File: src/rtl/gray_decoder.sv
// Gray-code receive decoder: registers Gray samples, converts them to binary, and tracks +1 step lock.
// Optional build macro GRAY_DEC_REPEAT_EN tolerates repeated codes in LOCKING/LOCKED.
module gray_decoder #(
  parameter int unsigned WIDTH      = 4,
  parameter int unsigned LOCK_COUNT = 3
) (
  input  logic             G_CLK_RX,
  input  logic             rst,
  input  logic [WIDTH-1:0] gray_in,
  input  logic             gray_valid,
  output logic [WIDTH-1:0] bin_out,
  output logic             bin_valid,
  output logic             step_err,
  output logic             sync_ok,
  output logic [7:0]       err_count
);

  localparam int unsigned CntW = 4;

  typedef enum logic [1:0] {StUnlocked, StLocking, StLocked} state_e;

  state_e            state_q, state_d;
  logic [WIDTH-1:0]  g_q;
  logic              v_q;
  logic [WIDTH-1:0]  prev_q, prev_d;
  logic [CntW-1:0]   good_q, good_d;
  logic [7:0]        err_cnt_d;
  logic              step_err_d;
  logic              sync_d;
  logic [WIDTH-1:0]  cur_bin;
  logic [WIDTH-1:0]  step;
  logic              step_one;
  logic              repeat_ok;

  function automatic logic [WIDTH-1:0] g2b(input logic [WIDTH-1:0] g);
    logic [WIDTH-1:0] b;
    b[WIDTH-1] = g[WIDTH-1];
    for (int i = int'(WIDTH) - 2; i >= 0; i--) begin
      b[i] = b[i+1] ^ g[i];
    end
    return b;
  endfunction

  assign cur_bin  = g2b(g_q);
  assign step     = cur_bin - prev_q;
  assign step_one = (step == WIDTH'(1));

`ifdef GRAY_DEC_REPEAT_EN
  assign repeat_ok = (step == '0);
`else
  assign repeat_ok = 1'b0;
`endif

  // State register, input stage and registered outputs.
  always_ff @(posedge G_CLK_RX or negedge rst) begin
    if (!rst) begin
      g_q       <= '0;
      v_q       <= 1'b0;
      state_q   <= StUnlocked;
      prev_q    <= '0;
      good_q    <= '0;
      bin_out   <= '0;
      bin_valid <= 1'b0;
      step_err  <= 1'b0;
      sync_ok   <= 1'b0;
      err_count <= '0;
    end else begin
      if (gray_valid) begin
        g_q <= gray_in;
      end
      v_q       <= gray_valid;
      state_q   <= state_d;
      prev_q    <= prev_d;
      good_q    <= good_d;
      if (v_q) begin
        bin_out <= cur_bin;
      end
      bin_valid <= v_q;
      step_err  <= step_err_d;
      sync_ok   <= sync_d;
      err_count <= err_cnt_d;
    end
  end

  // Next-state logic: only accepted samples (v_q) move the tracker.
  always_comb begin
    state_d    = state_q;
    prev_d     = prev_q;
    good_d     = good_q;
    err_cnt_d  = err_count;
    step_err_d = 1'b0;
    if (v_q) begin
      prev_d = cur_bin;
      unique case (state_q)
        StUnlocked: begin
          good_d  = '0;
          state_d = StLocking;
        end
        StLocking: begin
          if (step_one) begin
            good_d = good_q + CntW'(1);
            if (good_d == CntW'(LOCK_COUNT)) begin
              state_d = StLocked;
            end
          end else if (!repeat_ok) begin
            good_d = '0;
          end
        end
        StLocked: begin
          if (!step_one && !repeat_ok) begin
            step_err_d = 1'b1;
            if (err_count != 8'hFF) begin
              err_cnt_d = err_count + 8'd1;
            end
            good_d  = '0;
            state_d = StLocking;
          end
        end
        default: state_d = StUnlocked;
      endcase
    end
  end

  // sync_ok is registered so it moves on the same edge as the state.
  always_comb begin
    sync_d = (state_d == StLocked);
  end

endmodule
File: config.mk
export PLATFORM = sky130hd
export DESIGN_NAME = gray_decoder
export DESIGN_NICKNAME = d
export VERILOG_FILES = /design/src/rtl/gray_decoder.sv
export SDC_FILE = /design/constraint.sdc
export NUM_CORES = 1
export LEC_CHECK = 0
export CAP_MARGIN = 20
export CORE_ASPECT_RATIO = 1.75
export CORE_MARGIN = 4
export CORE_UTILIZATION = 47
export CTS_CLUSTER_DIAMETER = 80
export DETAILED_ROUTE_END_ITERATION = 8
export HOLD_SLACK_MARGIN = 0.08
export PLACE_DENSITY = 0.78
export SYNTH_ARGS = -nofsm -noshare
export SYNTH_HDL_FRONTEND = slang
export SYNTH_SLANG_ARGS = --single-unit
File: constraint.sdc
create_clock -name G_CLK_RX -period 2.82 [get_ports G_CLK_RX]
set_input_delay 0.846 -clock G_CLK_RX [delete_from_list [all_inputs] [get_ports G_CLK_RX]]
set_output_delay 0.846 -clock G_CLK_RX [all_outputs]
set_load 0.02 [all_outputs]
==> reports/results.tsv, run 1 <==
metric	value	unit
antenna_found_initial	0	
worstPathMaxFanout	4	
syn-cell-area	0.00132	mm^2
synth_cell_types	36	
synth.net_count	132	
cts_tree	done	
rsz0062_at_grt	true	
start_util	0.491	
critical_path_required	2980	ps
wirelength	2.48	mm
synth.avg_cell_area	11.2	um^2
r2r_end	err_count[6]	
viasPerCell	5.57	
fin_skew	2.32	ps
ys_warn_count	0	
place_area	0.00160	mm^2
arrival	2970	ps
fp-row-count	25	
fin_nets	162	
core	0.00269	mm^2
setup.worst_path.class	flip-flop to flip-flop	
syn_to_final_growth	28.0	%
grt_pass1_vias	1006	
p_leak	0.800	nW
finalInstanceArea	0.00169	mm^2
worstSkewPairLatency	270	ps
fp.dieW	48.1	um
grt_max_degree	27	
worstReg2RegStart	g_q[3]	
drive_above_1_share	0.197	
tightest_slew	476	ps
clockBufferDepth	2	
vias	969	
powerDensity	556	mW/mm^2
cts.reportedPaths.clkPinSlew	80	ps
gp_congestion	0.726	
slew_viol_final	0	
syn_inst	118	
grt_usage	0.154	
portBuffers	21	
overflow	0	
finalHoldViolCount	0	
fmax	356	MHz
hpwlAfterDp	1.85	mm
crit_top_cell	xnor2_2	
period_minus_slack	2810	ps
period_share	0.996	
status	finished clean	
ir_drop	0.368	mV
drc	0	
min_from	err_count[4]	
critPathLaunchType	flip-flop	
ctsHoldBuffers	0	
ant_nets	0	
path_buf_inv	2	
holdPathEnd	err_count[4]	
r2r_slack	10	ps
antenna_cells	0	
nFillCells	222	
die_y	78.1	um
drv_cap	0	
wl_per_cell	14.3	um
setup_viol	0	
slowest_delay	490	ps
h-tree-depth	1	
critPathCaptureType	flip-flop	
die-area	0.00376	mm^2
cts_root_buf	clkbuf_8	
maxSlewHeadroom	0.683	
hold_class	flip-flop to flip-flop	
min_path_cells	1	
dr.pass1.iters	3	
grt_pass1_wl	4.24	mm
path_delay_family	adder cells	
ios	22	
r2r_cells	11	
cts_made_buffers	3	
total_power	0.941	mW
cp_slowest_cell	fa_1	
drt_iter0_drc	13	
crit_path_cell_trace	xnor2_2 -> xnor2_2 -> xnor2_2 -> ha_2 -> fa_1 -> inv_2 -> o31a_1 -> nor3_4 -> inv_2 -> nand4_1 -> mux2_4	
finalSetupTns	0	ps
cts.sinks	26	
synth_seq_area_share	0.492	
ys_ff_latch	26	
==> layout make-up <==
type                    instances  area, um^2  area share
repair buffers                 26         248       0.146
well taps                      27        33.8      0.0200
clock buffers                   4        55.1      0.0325
inverters                       9        33.8      0.0200
multi-input cells              82         671       0.396
flip-flops and latches         26         651       0.385
==> routing by layer <==
metal,GRT usage,part of all wire,up-vias
met5,0,0,-
met4,0.0647,0.033,0
met3,0.0321,0.035,8
met2,0.252,0.53,23
met1,0.184,0.40,468
li1,-,-,470
==> report_power, final <==
| part | switching, mW | total (mW) | internal, mW |
|---|---|---|---|
| sequential | 0.0301 | 0.428 | 0.398 |
| clock | 0.111 | 0.236 | 0.125 |
| combinational | 0.145 | 0.277 | 0.132 |
==> synthesized netlist by cell type <==
cell	n	area [um^2]
a211oi_2	1	12.5
a21o_1	2	15.0
a21oi_1	6	30.0
a31oi_1	1	6.26
and3_1	3	18.8
and3b_1	1	8.76
and4_4	1	11.3
clkbuf_1	1	3.75
dfrtp_1	26	651
fa_1	1	20.0
ha_1	6	75.1
inv_1	8	30.0
inv_2	1	3.75
mux2_1	2	22.5
mux2_2	5	56.3
nand2_1	5	18.8
nand2b_1	3	18.8
nand3_1	4	20.0
nand3b_1	2	15.0
nand4_1	1	6.26
nor2_1	6	22.5
nor2_2	1	6.26
nor2b_1	1	6.26
nor3_1	3	15.0
nor3_4	1	16.3
nor3b_1	1	7.51
nor4_1	1	6.26
nor4b_2	1	15.0
o2111ai_1	1	8.76
o21ai_0	3	15.0
o22ai_1	2	12.5
o2bb2ai_1	2	17.5
o31a_1	1	8.76
or2_2	1	6.26
xnor2_1	5	43.8
xor2_1	8	70.1
==> worst max-delay path by stage <==
stage,slack [ps],depth (start not counted),endpoint,start
floorplan,50,11,err_count[6],g_q[3]
global placement,110,11,err_count[6],g_q[2]
detailed placement,20,11,err_count[6],g_q[2]
CTS,7,11,err_count[6],g_q[2]
global route,-150,11,err_count[6],g_q[3]
finish,10,11,err_count[6],g_q[3]
==> cell families (layout without fill, tap and decap cells) <==
kind of cell             count (synthesis)  in the layout  synth area share
XOR/XNOR                                13             13            0.0862
adder cells (fa/ha/maj)                  7              7            0.0720
multiplexers                             7              7            0.0597
flip-flops                              26             26             0.492
AO/OA/AOI/OAI                           19             19            0.0956
buffers and inverters                   10             39            0.0284
AND/OR/NAND/NOR                         36             36             0.166
==> state kept, by name (all words and copies together) (netlist names) <==
register,cells
good_q,4
v_q,1
state_q,2
bin_valid,1
err_count,8
g_q,4
prev_q,4
step_err,1
sync_ok,1
==> repair_timing <==
| item | in CTS | in global routing |
|---|---|---|
| gates resized for setup | 0 | 6 |
| setup buffers | 0 | 2 |
| endpoints found under the setup margin | 0 | 5 |
==> cells in the final DEF (no fill, tap or decap), types with 2 or more instances in the layout <==
cell             Yosys  final
nor3_1               3      3
nand3b_1             2      2
nand2b_1             3      3
a21oi_1              6      6
dfrtp_1             26     26
o22ai_1              2      2
a21o_1               2      2
xor2_1               8      8
nand3_1              4      4
nand2_1              5      5
inv_2                1      2
o21ai_0              3      3
xnor2_2              0      3
clkbuf_8             0      4
inv_1                8      7
clkdlybuf4s50_1      0     21
o2bb2ai_1            2      2
xnor2_1              5      2
nor2_2               1      2
mux2_2               5      5
ha_1                 6      5
and3_1               3      3
buf_4                0      5
nor2_1               6      5
==> stage by stage <==
| step | cells | hold slack, ps | worst slack (ps) | util |
|---|---|---|---|---|
| floorplan | 118 | 439 | 52.2 | - |
| finish | 174 | 496 | 10.8 | 0.629 |
| global route | 174 | 522 | -148 | 0.629 |
| detailed placement | 168 | 482 | 22.1 | 0.594 |
| global placement | 168 | 472 | 114 | 0.594 |
| CTS | 172 | 501 | 6.58 | 0.615 |
Power figures use the tool's default switching activity.
==> run 2: changes to the inputs <==
- CORE_UTILIZATION: 47 -> 52
- PLACE_DENSITY: 0.78 -> 0.81
- SLEW_MARGIN: unset -> 10
- clock period: 2.82 -> 3.15 ns (I/O delays scaled with it)
==> run 2 against run 1 <==
Net effect: sequential share of layout area rose by 1.6 points; register-to-register slack improved by 160 ps; largest cell class is now sequential cells; global-route usage rose by 3.4 points; largest power group unchanged; final cell count fell by 3.4%; highest routed layer unchanged.
==> reports/results.tsv, run 2 (synthesized netlist as in run 1, its figures left out) <==
metric	value	unit	change
status	finished clean		unchanged
path_delay_family	XOR/XNOR gates		was adder cells
slowest_delay	440	ps	was 490 ps
finalHoldViolCount	0		unchanged
drive_above_1_share	0.126		was 0.197
syn_to_final_growth	22.8	%	was 28.0%
cts.reportedPaths.clkPinSlew	80	ps	about the same
ctsHoldBuffers	0		unchanged
finalSetupTns	0	ps	unchanged
mostFrequentLayoutCell	dfrtp_1		unchanged
core	0.00236	mm^2	was 0.00269 mm^2
clockBufferDepth	2		unchanged
start_util	0.560		was 0.491
grt_pass1_vias	1095		was 1006
whs	516	ps	was 496 ps
critical_path_required	3340	ps	was 2980 ps
dr.pass1.iters	4		was 3
powerDensity	483	mW/mm^2	was 556 mW/mm^2
tightest_slew	472	ps	was 476 ps
postCtsSetupRepairBufs	0		unchanged
cts.sinks	26		unchanged
ir_drop	0.259	mV	was 0.368 mV
fin_nets	159		was 162
drv_cap	0		unchanged
h-tree-depth	1		unchanged
largest_reg_flops	8		unchanged
setup_ws	172	ps	was 10.8 ps
crit_top_cell	xnor2_1		was xnor2_2
worstPathMaxFanout	5		was 4
cts_root_buf	clkbuf_8		unchanged
ios	22		unchanged
ant_nets	0		unchanged
hold_class	flip-flop to flip-flop		unchanged
drc	0		unchanged
viasPerCell	5.92		was 5.57
p_leak	0.768	nW	was 0.800 nW
die-area	0.00344	mm^2	was 0.00376 mm^2
hpwlAfterDp	2.01	mm	was 1.85 mm
setup.worst_path.class	flip-flop to flip-flop		unchanged
wl_per_cell	15.7	um	was 14.3 um
nFillCells	189		was 222
total_power	0.784	mW	was 0.941 mW
cts_made_buffers	3		unchanged
cts_tree	done		unchanged
antenna_found_initial	0		unchanged
fp-row-count	23		was 25
fmax	336	MHz	was 356 MHz
fin_skew	2.82	ps	was 2.32 ps
post-place-ws	136	ps	was 22.1 ps
cp_slowest_cell	dfrtp_1		was fa_1
path_buf_inv	1		was 2
portBuffers	21		unchanged
cts_resized	0		unchanged
critPathCaptureType	flip-flop		unchanged
period_minus_slack	2980	ps	was 2810 ps
final_cell_mix	dfrtp_1 (26), clkdlybuf4s50_1 (21), inv_1 (8), xor2_1 (8)		was dfrtp_1 (26), clkdlybuf4s50_1 (21), xor2_1 (8)
overflow	0		unchanged
grt_usage	0.188		was 0.154
worstSkewPairLatency	260	ps	was 270 ps
grt_max_degree	27		unchanged
top_register	err_count		unchanged
die_y	74.7	um	was 78.1 um
wirelength	2.64	mm	was 2.48 mm
crit_path_cell_trace	xnor2_1 -> xnor2_2 -> xnor2_1 -> ha_1 -> fa_1 -> xnor2_1 -> o31a_1 -> nor3_4 -> buf_4 -> nor4_1 -> xor2_1		was xnor2_2 -> xnor2_2 -> xnor2_2 -> ha_2 -> fa_1 -> inv_2 -> o31a_1 -> nor3_4 -> inv_2 -> nand4_1 -> mux2_4
gp_congestion	0.765		was 0.726
critPathLaunchType	flip-flop		unchanged
drt_iter0_drc	32		was 13
maxSlewHeadroom	0.685		was 0.683
period_share	0.945		was 0.996
fp.dieW	46.1	um	was 48.1 um
grt_pass1_wl	4.77	mm	was 4.24 mm
final_util	0.688		was 0.629
setup_viol	0		unchanged
vias	994		was 969
arrival	3170	ps	was 2970 ps
slew_viol_final	0		unchanged
antenna_cells	0		unchanged
rsz0062_at_grt	false		was true
## run 2: worst paths after layout
path / start / end / slack (ps) / depth (start not counted)
max: g_q[3] / err_count[7] / 170 / 11
min: err_count[7] / err_count[7] / 520 / 1
min in group asynchronous: rst / g_q[0] / 1050 / 2
min reg2reg: err_count[7] / err_count[7] / 520 / 1
max reg2reg: g_q[3] / err_count[7] / 170 / 11
max in group asynchronous: rst / err_count[6] / 1850 / 2
## run 2: layer usage
layer | vias to the layer above | track usage | part of all wire
li1 | 460 | - | -
met1 | 495 | 0.218 | 0.38
met2 | 33 | 0.334 | 0.57
met3 | 6 | 0.0287 | 0.039
met4 | 0 | 0.0728 | 0.011
met5 | - | 0 | 0
## run 2: stage by stage
stage / area [um^2] / instances
floorplan: 1320 / 118
global placement: 1570 / 165
detailed placement: 1570 / 165
CTS: 1620 / 168
global route: 1620 / 168
finish: 1620 / 168
## run 2: final cells by class
type,instances,area [um^2],share of cell area
sequential,26,651,0.401
multi-input combinational,82,641,0.395
timing repair buffer,23,225,0.139
clock buffer,3,41.3,0.0254
inverter,9,33.8,0.0208
tap,25,31.3,0.0193
## run 2: report_power, final
group / switching (mW) / leakage, nW / total [mW] / internal [mW]
Combinational: 0.124 / 0.411 / 0.224 / 0.100
Clock: 0.0919 / 0.0216 / 0.177 / 0.0854
Sequential: 0.0267 / 0.335 / 0.383 / 0.356
==> edit 1: new RTL, config.mk and constraints of run 1 <==
Change the parameter `WIDTH` from 4 to 5.
--- a/src/rtl/gray_decoder.sv
+++ b/src/rtl/gray_decoder.sv
@@ -2,5 +2,5 @@
 // Optional build macro GRAY_DEC_REPEAT_EN tolerates repeated codes in LOCKING/LOCKED.
 module gray_decoder #(
-  parameter int unsigned WIDTH      = 4,
+  parameter int unsigned WIDTH      = 5,
   parameter int unsigned LOCK_COUNT = 3
 ) (
Interface: changed (resized bin_out and gray_in); port bits go from 22 to 24. No check against the original RTL was run, so the function may have changed too.
==> edit 1 against run 1 <==
Largest power group is now combinational cells. Sequential share of layout area is 3.0 points lower. Cell area up 17%. The flow now finishes with violations (setup timing). Synthesized area is 12% higher. Routed wire length grew 16%. Cell count increased by 25%. Non-clock buffer count up 15. Total power grew 31%. Sequential cell count rose by 2. Worst setup slack worse by 0.15 ns. Count of clock-buffer cells in the layout stayed put. Clock skew is 0.0015 ns higher.
==> edit 1: results (changes against run 1) <==
Worst R2R Path Depth: 13 (+2)
setup TNS: -0.731 ns (-0.731 ns)
Hold Slack: 0.523 ns (+0.0272 ns)
first-pass GRT wire length: 4840 um (+14%)
nets: 192 (+19%)
Worst R2R End: err_count[1]
WP data arrival: 3.13 ns (+0.16 ns)
Commonest cells post-synth: dfrtp_1 (28), a21oi_1 (9), inv_1 (8)
Worst Slack Setup Final: -0.137 ns (-0.148 ns)
Lkg Pwr: 0.902 nW (+13%)
clk buf depth: 2 (unchanged)
status: finished, violations left
vias in the first global route: 1,134 (+13%)
Filler cells: 231 (+4.1%)
router iterations before antenna repair: 4 (+1)
failing checks: setup timing
I/O Buffers: 23 (+9.5%)
Clock Skews: 0.00377 ns (+0.00145 ns)
DP Area: 1850 sq um (+15%)
crit-path max FO: 7 (+3)
hold wc startpoint: err_count[4]
measured slew at the worst slew-check pin: 0.470 ns (-0.00557 ns)
Syn Nets: 148 (+12%)
WL final: 2870 um (+16%)
via/cell ratio: 5.30 (-4.8%)
largest net degree at the start of global routing: 29 (+7.4%)
Worst Setup SP: g_q[3]
Mapped Cells: 132 (+12%)
Post-DP HPWL: 2210 um (+20%)
layout cells sized above 1: 24.0% (+4.3 points)
Synth area leaders: dfrtp_1 (47%), ha_1 (5.9%), mux2_2 (4.6%)
Netlist cell types: 34 (-5.6%)
worst vdd ir: 0.490 mV (+33%)
EDFF count, synth: 0 (unchanged)
Seq/Total Area, Yosys: 47.3% (-2.0 points)
GPL Wtd Cong: 0.766 (+5.5%)
placed cells: 206 (+23%)
CTS H-tree depth: 1 (unchanged)
Final Setup Violations: 14 (+14)
[edit 1: final cells by class]
| cell class | instances | area share, % |
|---|---|---|
| Multi-Input combinational cell | 94 | 39.0 |
| Sequential cell | 28 | 35.5 |
| Timing Repair Buffer | 41 | 18.5 |
| Clock buffer | 4 | 2.79 |
| Tap cell | 42 | 2.66 |
| Inverter | 8 | 1.52 |
[edit 1: repair_timing]
action,4_1_cts,5_1_grt
setup endpoints to repair,15,16
pin swaps,3,1
gates resized for setup,3,1
buffers inserted,5,2
[edit 1: critical path, stage by stage (launching register included)]
cell and delay [ns]:
dfrtp_1 0.42, xnor2_2 0.23, xnor2_2 0.17, xnor2_2 0.16, xor2_1 0.21, ha_1 0.18
inv_1 0.06, fa_2 0.36, a21o_1 0.17, a21oi_2 0.16, xnor2_2 0.09, o211ai_4 0.12
and3_4 0.23, mux2_4 0.29
[edit 1: power by group]
group / switching (mW) / internal (mW) / total (mW)
registers: 0.0289 / 0.432 / 0.461
logic: 0.242 / 0.286 / 0.528
clock network: 0.122 / 0.125 / 0.247
[edit 1: how the worst max path moves through the flow]
| stage | endpoint | slack (ns) | cells after the start |
|---|---|---|---|
| finish | err_count[1] | -0.14 | 13 |
| global route | err_count[1] | -0.30 | 13 |
| CTS | err_count[1] | -0.15 | 13 |
| detailed placement | err_count[1] | -0.15 | 13 |
| global placement | err_count[1] | -0.06 | 13 |
| floorplan | err_count[1] | -0.1 | 13 |
[edit 1: metal layers]
| layer | part of all wire, % | up-vias | global-route usage [%] |
|---|---|---|---|
| li1 | - | 548 | - |
| met1 | 36 | 558 | 14.1 |
| met2 | 56 | 33 | 31.0 |
| met3 | 4.8 | 11 | 3.23 |
| met4 | 3.6 | 0 | 8.36 |
| met5 | 0 | - | 0 |
[edit 1: cells by family after synthesis]
kind of cell	Yosys count	share of synthesized area, %
flops	28	47.3
mux	7	5.57
simple gates	41	16.1
buf+inv	10	3.04
xor+xnor	14	9.79
compound gates	24	11.0
fa+ha+maj	8	7.26
[edit 1: through the flow]
step | power [mW] | util (%) | setup WS [ns]
after floorplan | 0.763 | - | -0.0951
after global placement | 0.912 | 62.4 | -0.0556
after detailed placement | 0.936 | 62.4 | -0.148
after CTS | 1.22 | 66.1 | -0.149
after global routing | 1.32 | 66.7 | -0.296
final | 1.24 | 66.7 | -0.137
==> edit 2: new RTL, settings of run 1 <==
Without the edit above. Register the output `step_err` once more, cleared by the reset; this adds one clock of latency there. The other outputs are not delayed to match.
--- a/src/rtl/gray_decoder.sv
+++ b/src/rtl/gray_decoder.sv
@@ -19,4 +19,6 @@
 
   typedef enum logic [1:0] {StUnlocked, StLocking, StLocked} state_e;
+
+  logic step_err_s0;
 
   state_e            state_q, state_d;
@@ -62,5 +64,5 @@
       bin_out   <= '0;
       bin_valid <= 1'b0;
-      step_err  <= 1'b0;
+      step_err_s0 <= 1'b0;
       sync_ok   <= 1'b0;
       err_count <= '0;
@@ -77,5 +79,5 @@
       end
       bin_valid <= v_q;
-      step_err  <= step_err_d;
+      step_err_s0 <= step_err_d;
       sync_ok   <= sync_d;
       err_count <= err_cnt_d;
@@ -127,3 +129,11 @@
   end
 
+  always_ff @(posedge G_CLK_RX or negedge rst) begin
+    if (!rst) begin
+      step_err <= '0;
+    end else begin
+      step_err <= step_err_s0;
+    end
+  end
+
 endmodule
Formal check against the unedited RTL: not equivalent (a bounded check fails within 10 cycles, from zero or initial values and one cycle with rst low).
==> edit 2 against run 1 <==
Routed wire length increased by 4.2%. Clock power decreased by 9.7%. Cell area increased by 4.1%. Fmax increased by 1.9%. Total power increased by 0.65%. Sequential cell count increased by 1. Synthesized area increased by 2.6%. Worst setup slack improved by 0.054 ns. Highest routed layer unchanged.
==> edit 2: results (changes against run 1) <==
status: completed
vias in the first global route: 1,077 (+7.1%)
Syn Nets: 134 (+1.5%)
GPL Wtd Cong: 0.767 (+5.7%)
worst vdd ir: 0.347 mV (-5.7%)
placed cells: 172 (+2.4%)
grt met3 use: 2.25% (-0.96 points)
P_clk: 0.213 mW (-9.7%)
Logic pwr share: 31.0% (+1.6 points)
Filler cells: 220 (-0.90%)
Syn Area/Cell: 11.3 sq um (+0.85%)
R2R Setup Slk: 0.06 ns (+0.05 ns)
post-synthesis mux area share: 5.82% (-0.15 points)
XOR/XNOR Fraction of Synth Area: 8.40% (-0.21 points)
router iterations before antenna repair: 4 (+1)
GRT met1 Usage: 16.9% (-1.6 points)
first-pass GRT wire length: 4660 um (+10%)
largest net degree at the start of global routing: 28 (+3.7%)
Sw Pwr: 0.293 mW (+2.6%)
Worst R2R End: err_count[1]
Hold EP: step_err
Clock buf/inv share: 2.63% (-0.62 points)
Synth area leaders: dfrtp_1 (50%), ha_1 (5.5%), xor2_1 (5.2%)
GR Util All Layers: 14.8% (-0.62 points)
Iteration-0 DRC Markers: 17 (+4)
==> edit 2: cell types whose count changed after synthesis, sizes merged <==
cell and delta:
nor2 +1, nand3 +1, dfrtp +1, nand4 -1
==> edit 2: through the flow <==
stage	power [mW]	area, sq um	worst slack (ns)	hold slack [ns]
final	0.947	1760	0.0644	0.367
after global routing	1.01	1760	-0.0670	0.373
after CTS	0.942	1710	0.0215	0.371
after detailed placement	0.728	1650	-0.0471	0.350
after global placement	0.714	1650	0.0438	0.358
after floorplan	0.620	1370	0.0387	0.331
==> edit 2: layer usage <==
layer  up-vias  share of wire [%]
li1        477                  -
met1       500                 39
met4         0               0.70
met5         -                  0
met2        17                 58
met3         2                2.7
==> edit 2: repair_timing <==
| item | 4_1_cts | 5_1_grt |
|---|---|---|
| setup endpoints to repair | 2 | 10 |
| resized for setup | 0 | 10 |
| buffers inserted | 2 | 1 |
| pin swaps | 1 | 2 |
